[src/rtl/ex_mem_pipe_pkg.sv]
// Shared widths, halt FSM encodings and the EX/MEM control bundle layout.
// No logic; pure type/parameter definitions.
// Imported by every file of the EX/MEM pipeline register.
package ex_mem_pipe_pkg;

    localparam int DATA_W  = 16;
    localparam int RADDR_W = 3;

    typedef enum logic [1:0] {
        ST_RUN    = 2'b00,
        ST_DRAIN  = 2'b01,
        ST_HALTED = 2'b10
    } halt_st_e;

    // Control bundle, MSB first: valid, pcsrc, mem_read, mem_write, reg_write
    typedef struct packed {
        logic valid;
        logic pcsrc;
        logic mem_read;
        logic mem_write;
        logic reg_write;
    } ctrl_t;

    localparam int CTRL_W = $bits(ctrl_t);

endpackage

[src/rtl/ex_mem_pipe_reg.sv]
// Generic pipeline flop: async active-low reset, load enable, synchronous clear.
// Latency: one cycle d->q when en=1.
// Holds its value when en=0; clr (only honoured while enabled) loads zero.
module pipe_reg #(
    parameter int W = 16
) (
    input  logic         clk,
    input  logic         rst_n,
    input  logic         en,
    input  logic         clr,
    input  logic [W-1:0] d,
    output logic [W-1:0] q
);

    logic [W-1:0] q_d;
    logic [W-1:0] q_q;

    // Next value: hold unless enabled, clear takes precedence over load
    always_comb begin
        q_d = q_q;
        if (en) begin
            q_d = clr ? '0 : d;
        end
    end

    // State register
    always_ff @(posedge clk or negedge rst_n) begin
        if (!rst_n) begin
            q_q <= '0;
        end else begin
            q_q <= q_d;
        end
    end

    assign q = q_q;

endmodule

[src/rtl/ex_mem_pipe.sv]
// EX/MEM pipeline register with load-use warnings and halt retirement tracking.
// Latency: one cycle EX->MEM; load warnings are combinational on EX inputs.
// mem_stall freezes everything; flush captures a bubble; after HALT only bubbles enter.
module ex_mem_pipe
    import ex_mem_pipe_pkg::*;
#(
    parameter int DATA_W  = ex_mem_pipe_pkg::DATA_W,
    parameter int RADDR_W = ex_mem_pipe_pkg::RADDR_W
) (
    input  logic               clk,
    input  logic               rst_n,
    input  logic               ex_valid,
    input  logic [DATA_W-1:0]  ex_alu_out,
    input  logic [DATA_W-1:0]  ex_wdata,
    input  logic [DATA_W-1:0]  ex_pc_next,
    input  logic [DATA_W-1:0]  ex_pc_inc,
    input  logic               ex_pcsrc,
    input  logic               ex_mem_read,
    input  logic               ex_mem_write,
    input  logic               ex_reg_write,
    input  logic [RADDR_W-1:0] ex_wreg,
    input  logic               ex_halt,
    input  logic [RADDR_W-1:0] ex_rs,
    input  logic [RADDR_W-1:0] ex_rt,
    input  logic               ex_uses_rs,
    input  logic               ex_uses_rt,
    input  logic               mem_stall,
    input  logic               flush,
    output logic               mem_valid,
    output logic [DATA_W-1:0]  mem_alu_out,
    output logic [DATA_W-1:0]  mem_wdata,
    output logic [DATA_W-1:0]  mem_pc_next,
    output logic [DATA_W-1:0]  mem_pc_inc,
    output logic               mem_mem_read,
    output logic               mem_mem_write,
    output logic               mem_reg_write,
    output logic [RADDR_W-1:0] mem_wreg,
    output logic               redirect,
    output logic               load_warning_a,
    output logic               load_warning_b,
    output logic               halted
);

    halt_st_e state_d, state_q;
    logic     halted_d, halted_q;
    logic     run;
    logic     data_en;
    ctrl_t    ctrl_d, ctrl_q;

    assign run = (state_q == ST_RUN);

    // Data fields are don't-care in a bubble, so a flush simply leaves them alone
    assign data_en = !mem_stall && !flush;

    // Control bundle: once HALT is committed ex_valid is ignored so nothing else retires
    always_comb begin
        ctrl_d           = '0;
        ctrl_d.valid     = ex_valid && run;
        ctrl_d.pcsrc     = ctrl_d.valid && ex_pcsrc;
        ctrl_d.mem_read  = ctrl_d.valid && ex_mem_read;
        ctrl_d.mem_write = ctrl_d.valid && ex_mem_write;
        ctrl_d.reg_write = ctrl_d.valid && ex_reg_write;
    end

    pipe_reg #(.W(CTRL_W)) u_ctrl (
        .clk(clk), .rst_n(rst_n), .en(!mem_stall), .clr(flush), .d(ctrl_d), .q(ctrl_q)
    );
    pipe_reg #(.W(DATA_W)) u_alu (
        .clk(clk), .rst_n(rst_n), .en(data_en), .clr(1'b0), .d(ex_alu_out), .q(mem_alu_out)
    );
    pipe_reg #(.W(DATA_W)) u_wdata (
        .clk(clk), .rst_n(rst_n), .en(data_en), .clr(1'b0), .d(ex_wdata), .q(mem_wdata)
    );
    pipe_reg #(.W(DATA_W)) u_pc_next (
        .clk(clk), .rst_n(rst_n), .en(data_en), .clr(1'b0), .d(ex_pc_next), .q(mem_pc_next)
    );
    pipe_reg #(.W(DATA_W)) u_pc_inc (
        .clk(clk), .rst_n(rst_n), .en(data_en), .clr(1'b0), .d(ex_pc_inc), .q(mem_pc_inc)
    );
    pipe_reg #(.W(RADDR_W)) u_wreg (
        .clk(clk), .rst_n(rst_n), .en(data_en), .clr(1'b0), .d(ex_wreg), .q(mem_wreg)
    );

    assign mem_valid     = ctrl_q.valid;
    assign mem_mem_read  = ctrl_q.mem_read;
    assign mem_mem_write = ctrl_q.mem_write;
    assign mem_reg_write = ctrl_q.reg_write;

    // pcsrc is only latched with a valid instruction, and a stall holds it, so it stays up until release
    assign redirect = ctrl_q.valid && ctrl_q.pcsrc;

    // Load-use hazard: MEM holds a load whose destination is a source the EX instruction reads
    always_comb begin
        load_warning_a = ctrl_q.valid && ctrl_q.mem_read && ctrl_q.reg_write && ex_valid
                         && ex_uses_rs && (mem_wreg == ex_rs);
        load_warning_b = ctrl_q.valid && ctrl_q.mem_read && ctrl_q.reg_write && ex_valid
                         && ex_uses_rt && (mem_wreg == ex_rt);
    end

    // Halt FSM next state: a flushed HALT never commits; once in DRAIN a flush cannot undo it
    always_comb begin
        state_d  = state_q;
        halted_d = halted_q;
        if (!mem_stall) begin
            case (state_q)
                ST_RUN: begin
                    if (ex_valid && ex_halt && !flush) begin
                        state_d = ST_DRAIN;
                    end
                end
                ST_DRAIN: begin
                    state_d  = ST_HALTED;
                    halted_d = 1'b1;
                end
                ST_HALTED: begin
                    state_d = ST_HALTED;
                end
                default: begin
                    state_d = ST_RUN;
                end
            endcase
        end
    end

    // Halt FSM state and its registered halted output
    always_ff @(posedge clk or negedge rst_n) begin
        if (!rst_n) begin
            state_q  <= ST_RUN;
            halted_q <= 1'b0;
        end else begin
            state_q  <= state_d;
            halted_q <= halted_d;
        end
    end

    assign halted = halted_q;

endmodule
[config.mk]
export PLATFORM = sky130hd
export DESIGN_NAME = ex_mem_pipe
export DESIGN_NICKNAME = d
export VERILOG_FILES = /design/src/rtl/ex_mem_pipe_pkg.sv /design/src/rtl/ex_mem_pipe_reg.sv /design/src/rtl/ex_mem_pipe.sv
export SDC_FILE = /design/constraint.sdc
export NUM_CORES = 1
export LEC_CHECK = 0
export BUFFER_PORTS_ARGS = -buffer_cell sky130_fd_sc_hd__clkbuf_2
export CORE_AREA = 2 2 70 99
export DETAILED_ROUTE_END_ITERATION = 12
export DIE_AREA = 0 0 72 101
export MAX_ROUTING_LAYER = met4
export PLACE_DENSITY = 0.85
export SETUP_SLACK_MARGIN = 0.05
export SLEW_MARGIN = 30
export SYNTH_ARGS = -nofsm -noshare
export SYNTH_HDL_FRONTEND = slang
export SYNTH_SLANG_ARGS = --single-unit
[constraint.sdc]
create_clock -name clk -period 3.45 [get_ports clk]
set_clock_uncertainty 0.05 [all_clocks]
set_input_delay 0.69 -clock clk [delete_from_list [all_inputs] [get_ports clk]]
set_output_delay 0.69 -clock clk [all_outputs]
set_load 0.02 [all_outputs]
# --- Word level (Yosys, flattened, before mapping) ---
# Index checks and enable logic that the tools add are counted.
op_classes:
  eq_ne: 5
  mux: 3
  bitwise: 1
  reduce_logical: 22
ops:
  columns: ["cell", "n"]
  rows:
  - ["1-bit logical AND", 16]
  - ["3-bit equality test", 2]
  - ["5-bit 2-to-1 mux", 1]
  - ["2-bit one-hot mux with 2 select lines", 1]
  - ["2-bit AND reduction", 2]
  - ["2-bit by 1-bit equality test with 1-bit output (second input constant)", 1]
  - ["2-bit equality test (second input constant)", 1]
  - ["1-bit logical NOT", 2]
  - ["2-bit logical NOT", 1]
  - ["2-bit 2-to-1 mux", 1]
  - ["2-bit by 1-bit != test with 1-bit output (second input constant)", 1]
  - ["2-bit OR reduction", 1]
  - ["1-bit NOT", 1]
totals:
  reg_bits: 75
  input_bits: 85
  output_inout_bits: 75
  elab_cells: 39

# --- Depth between registers and ports, before layout ---
logic_depth:
  depth_word: 5
  mapped_depth: 5
  depth_no_buf: 5

# --- Cells and area by module ---
# A second synthesis with hierarchy kept.
hier_totals:
  cells_unflattened: 338
  area_unflattened_um2: 3414.5
by_module_without_submodules:
  columns: ["mod", "n_inst", "cells_each", "area_per_inst_um2", "seq_area_each_um2"]
  rows:
  - ["pipe_reg at u_alu ...", 4, 68, 693.2, 400.4]
  - ["ex_mem_pipe", 1, 33, 300.3, 75.1]
  - ["pipe_reg at u_ctrl", 1, 21, 217.7, 125.1]
  - ["pipe_reg at u_wreg", 1, 12, 123.9, 75.1]

# --- Least setup slack after synthesis ---
# OpenSTA, ideal clock, no wires.
synth_timing:
  path_kind: "input -> output"
  start: "in ex_rs[2]"
  end: "out load_warning_a"
  arrival_ns: 1.557
  slack_ns: 1.153
  path_stages: 2
  n_path_buf: 0
  path_cell_list: "xor2_1 nor4_1"
synth_between:
  elab_chain_cells: 2
synth_lines:
  columns: ["item", "line_no", "source"]
  rows:
  - ["start, declared", "ex_mem_pipe.sv:23", "input logic [RADDR_W-1:0] ex_rs,"]
  - ["3-bit equality test", "ex_mem_pipe.sv:95", "&& ex_uses_rs && (mem_wreg == ex_rs);"]
  - ["1-bit logical AND", "ex_mem_pipe.sv:95", null]
  - ["end, declared", "ex_mem_pipe.sv:39", "output logic load_warning_a,"]
# Every way passes these cells.

# --- Worst setup path after layout ---
layout_timing:
  start: "in ex_valid"
  end: "out load_warning_a"
layout_between:
  elab_chain_cells: 3
layout_lines:
  columns: ["item", "line_no", "source"]
  rows:
  - ["start, declared", "ex_mem_pipe.sv:12", "input logic ex_valid,"]
  - ["1-bit logical AND", "ex_mem_pipe.sv:94", "load_warning_a = ctrl_q.valid && ctrl_q.mem_read && ctrl_q.reg_write && ex_valid"]
  - ["1-bit logical AND (2 in a row)", "ex_mem_pipe.sv:95", null]
# Every way passes these cells.

==> Implementation_results.wiki <==
{| class="wikitable"
! Metric !! Value
|-
| Run status || completed
|-
| Critical path endpoint category || primary output
|-
| Total routing usage reported by global routing || between 10% and 20%
|-
| Mux cell area share after synthesis || around a quarter
|-
| GP Congestion || between 0.7 and 0.8
|-
| DP Cell Count || 406
|-
| Ratio of total power to cell area || 625 nW/um^2
|-
| Layout Utilization || 62.7%
|-
| Height of the die || 101 um
|-
| Cell area after technology mapping || slightly below 3000 um^2
|-
| Met2 wire length || 3370 um
|-
| Number of nets with antenna violations after routing || 0
|-
| Most Frequent Cell on Critical Path || sky130_fd_sc_hd__clkbuf_2
|-
| Share of post-route cells with drive strength above 1 || between 70% and 80%
|-
| TritonCTS buffer count || 9
|-
| Sequential cell fraction of total power || roughly 43%
|-
| Internal cell power || 0.00183 W
|-
| Starting DRC count in detailed routing || 71
|-
| Top library cells by usage in the layout, fill and taps aside || 158 x sky130_fd_sc_hd__clkbuf_2, 75 x sky130_fd_sc_hd__dfrtp_1, 67 x sky130_fd_sc_hd__mux2_2
|-
| Number of synthesized register bits || 75
|-
| RSZ-0062 raised after global routing || no
|-
| First-pass GRT wire length || around 9400 um
|-
| Number of distinct library cell variants in the gate-level netlist after synthesis || 21
|-
| Simple-Gate Fraction of Synth Area || under 10%
|-
| Cell type contributing the most total cell area after synthesis || sky130_fd_sc_hd__dfrtp_1
|-
| Count of buffers inserted at the top-level ports || around 160
|-
| Peak clock frequency supported by timing || between 400 and 500 MHz
|-
| Post CTS Setup Buffer Count || 0
|-
| Number of failing setup endpoints in the final timing report || 0
|-
| Leading post-synthesis cells by cell area || sky130_fd_sc_hd__dfrtp_1 64%, sky130_fd_sc_hd__mux2_2 26%, sky130_fd_sc_hd__a22o_1 1.2%, sky130_fd_sc_hd__xor2_1 1.2%, sky130_fd_sc_hd__buf_2 1.0%
|-
| Count of vias placed by the detailed router || 2060
|-
| Num ports || 160
|-
| Total power of the final layout || between 0.002 and 0.003 W
|-
| Relative slew margins || a little under three fifths
|-
| Hold buffer count at cts || 0
|-
| Share of the synthesized area in compound gates (AO/OA/AOI/OAI) || around 2.1%
|-
| Data required, critical path || 2710 ps
|-
| Initial core utilization || ~45%
|-
| Cell with the biggest individual delay on the critical path || sky130_fd_sc_hd__nor4_1
|-
| Most common cell after layout, fill and taps aside || sky130_fd_sc_hd__clkbuf_2
|-
| Post-synth net total || ~270
|-
| Inserted Diodes || 0
|-
| X dimension of the die || between 70 and 80 um
|-
| Routed length on met3 || around 390 um
|-
| Setup Total Neg Slack || 0 ps
|-
| Share of total power consumed by net switching || 27.5%
|-
| Combinational family with the most area after synthesis || multiplexers
|-
| First-pass iteration count of the detailed router || 3
|-
| Growth of design area from synthesis to finish || 38.6%
|-
| Number of clock sinks || 75
|-
| Wire length after detailed routing || roughly 6000 um
|-
| Routed wire length per instance || around 14 um
|-
| Finished Layout Cells || ~420
|-
| CORE AREA || 6440 um^2
|-
| Xor/xnor share of the synthesized area || 1.80%
|-
| Number of levels the H-tree was split into || 3
|-
| Proportion of netlist area held by the largest area contributor || 64.4%
|-
| Highest cell delay on the worst timing path || ~290 ps
|-
| Max-cap check violation count || 0
|-
| Post-CTS resize count || 0
|-
| Count of yosys warnings during synthesis || 0
|-
| List of cells traversed by the critical path || clkbuf_2, nand4_1, nor4_1, clkbuf_2
|-
| Area share of fa/ha/maj cells after synthesis || less than 1%
|-
| Reported leakage power || 2.06 nW
|-
| Number of vias per cell || 4.89
|-
| Remaining Overflow, GRT || 0
|-
| Hpwl dp || approximately 4600 um
|-
| Kind of start point of the critical path || input port
|-
| Die outline area || 7270 um^2
|-
| Synth Instances || 180
|-
| Final critical-path share of the clock period || around 63%
|-
| Max-slew violation count || 0
|-
| Antenna violations before repair || 0
|-
| Crit-path max FO || 4
|-
| Most used DFF post-synth || sky130_fd_sc_hd__dfrtp_1
|-
| Total number of placement rows || 35
|-
| Path class of the lowest-slack min-delay path || in -> async
|-
| Worst slew pin tran || ~670 ps
|-
| Post-layout net count || 430
|-
| Highest metal layer with signal wires || met4
|-
| Tmin final || 2180 ps
|-
| M1 WL || 2170 um
|-
| Fin area || 4040 um^2
|-
| Proportion of synthesized chip area in sequential cells || between 60% and 70%
|-
| EDFF count, synth || 0
|-
| CTS root buf || sky130_fd_sc_hd__clkbuf_8
|-
| CTS tree || done
|-
| Share of total power in the clock network || 34.5%
|-
| Max Root-Sink Buffers || 2
|-
| Critical path start-end classification || in -> out
|-
| Hold violation total from the final report || 0
|-
| Number of global-route vias before repair || 2030
|-
| Post-detailed-route DRC marker count || 0
|-
| Worst EP arrival || around 1400 ps
|-
| Clock input transition at the sequential cells of the worst setup and hold paths || 80 ps
|-
| Maximum number of pins on one net before global-route repair || 76
|-
| Share of power burned in combinational logic || 22.2%
|-
| Clk Latency, worst-skew pair || 320 ps
|-
| Power spent charging and discharging nets || a little under 0.0007 W
|-
| Max VDD drop || approximately 0.00045 V
|-
| Avg Synthesized Cell Area || around 16 um^2
|-
| FFs w/ async S/R, synth || between 90% and 100%
|-
| Cell area after placement || between 3000 and 4000 um^2
|}
-- per-stage QoR --
step / hold slack (ps) / worst slack (ps)
floorplan: 344 / 1150
global placement: 403 / 1270
detailed placement: 411 / 1240
CTS: 429 / 1240
global route: 355 / 1170
finish: 303 / 1270
-- layer usage --
metal | global-route usage [%] | up-vias
met2 | 30.1 | 84
met3 | 5.60 | 8
met4 | 6.39 | 0
li1 | - | 960
met5 | - | -
met1 | 18.9 | 1008
-- worst max-delay path, delay by kind of cell --
kind,cells,cell delay (ps)
buffers and inverters,2,330
and+or+nand+nor,2,430
-- logic make-up after synthesis --
group / count (synthesis)
DFF: 75
muxes: 68
buffers and inverters: 11
and+or+nand+nor: 10
AOI/OAI and AO/OA: 8
xor gates and xnor gates: 6
adders and majority gates: 2
-- cell type report --
class | count | area [um^2]
fill | 521 | 2400
timing repair buffer | 160 | 822
clock buffer | 10 | 138
multi-input combinational | 94 | 972
inverter | 3 | 11.3
clock inverter | 5 | 125
sequential | 75 | 1880
tap | 74 | 92.6
-- flip-flops by register name, indices dropped and copies added, names as in the netlist --
register	cells
u_alu.q	16
u_pc_inc.q	16
u_pc_next.q	16
u_wdata.q	16
u_ctrl.q	5
u_wreg.q	3
state_q	2
halted	1
-- synthesized netlist by cell type (2+ instances only) --
cell,count
sky130_fd_sc_hd__dfrtp_1,75
sky130_fd_sc_hd__mux2_2,67
sky130_fd_sc_hd__buf_2,6
sky130_fd_sc_hd__a22o_1,4
sky130_fd_sc_hd__xor2_1,4
sky130_fd_sc_hd__inv_1,3
sky130_fd_sc_hd__a21o_1,2
sky130_fd_sc_hd__buf_6,2
sky130_fd_sc_hd__ha_1,2
sky130_fd_sc_hd__nand2_1,2
sky130_fd_sc_hd__nor4_1,2
sky130_fd_sc_hd__xnor2_1,2
-- path summary, 6_finish.rpt --
| check | startpoint | endpoint | slack (ps) | cells past startpoint |
|---|---|---|---|---|
| hold reg to reg | halted | halted | 420 | 1 |
| setup / recovery | ex_valid | load_warning_a | 1270 | 4 |
| hold / removal | rst_n | u_pc_inc.q[1] | 300 | 1 |
| max in group asynchronous | rst_n | u_wdata.q[14] | 2560 | 1 |
| setup reg to reg | state_q[0] | state_q[1] | 2090 | 5 |
| min in group clk | halted | halted | 420 | 1 |
-- power groups by stage --
| stage | registers, W | logic (W) | clock network, W |
|---|---|---|---|
| floorplan | 0.00126 | 0.000179 | 0 |
| global placement | 0.00110 | 0.000555 | 0 |
| detailed placement | 0.00111 | 0.000568 | 0 |
| finish | 0.00109 | 0.000559 | 0.000871 |
| global route | 0.00111 | 0.000602 | 0.000936 |
| CTS | 0.00109 | 0.000569 | 0.000895 |
Power figures use the tool's default switching activity.
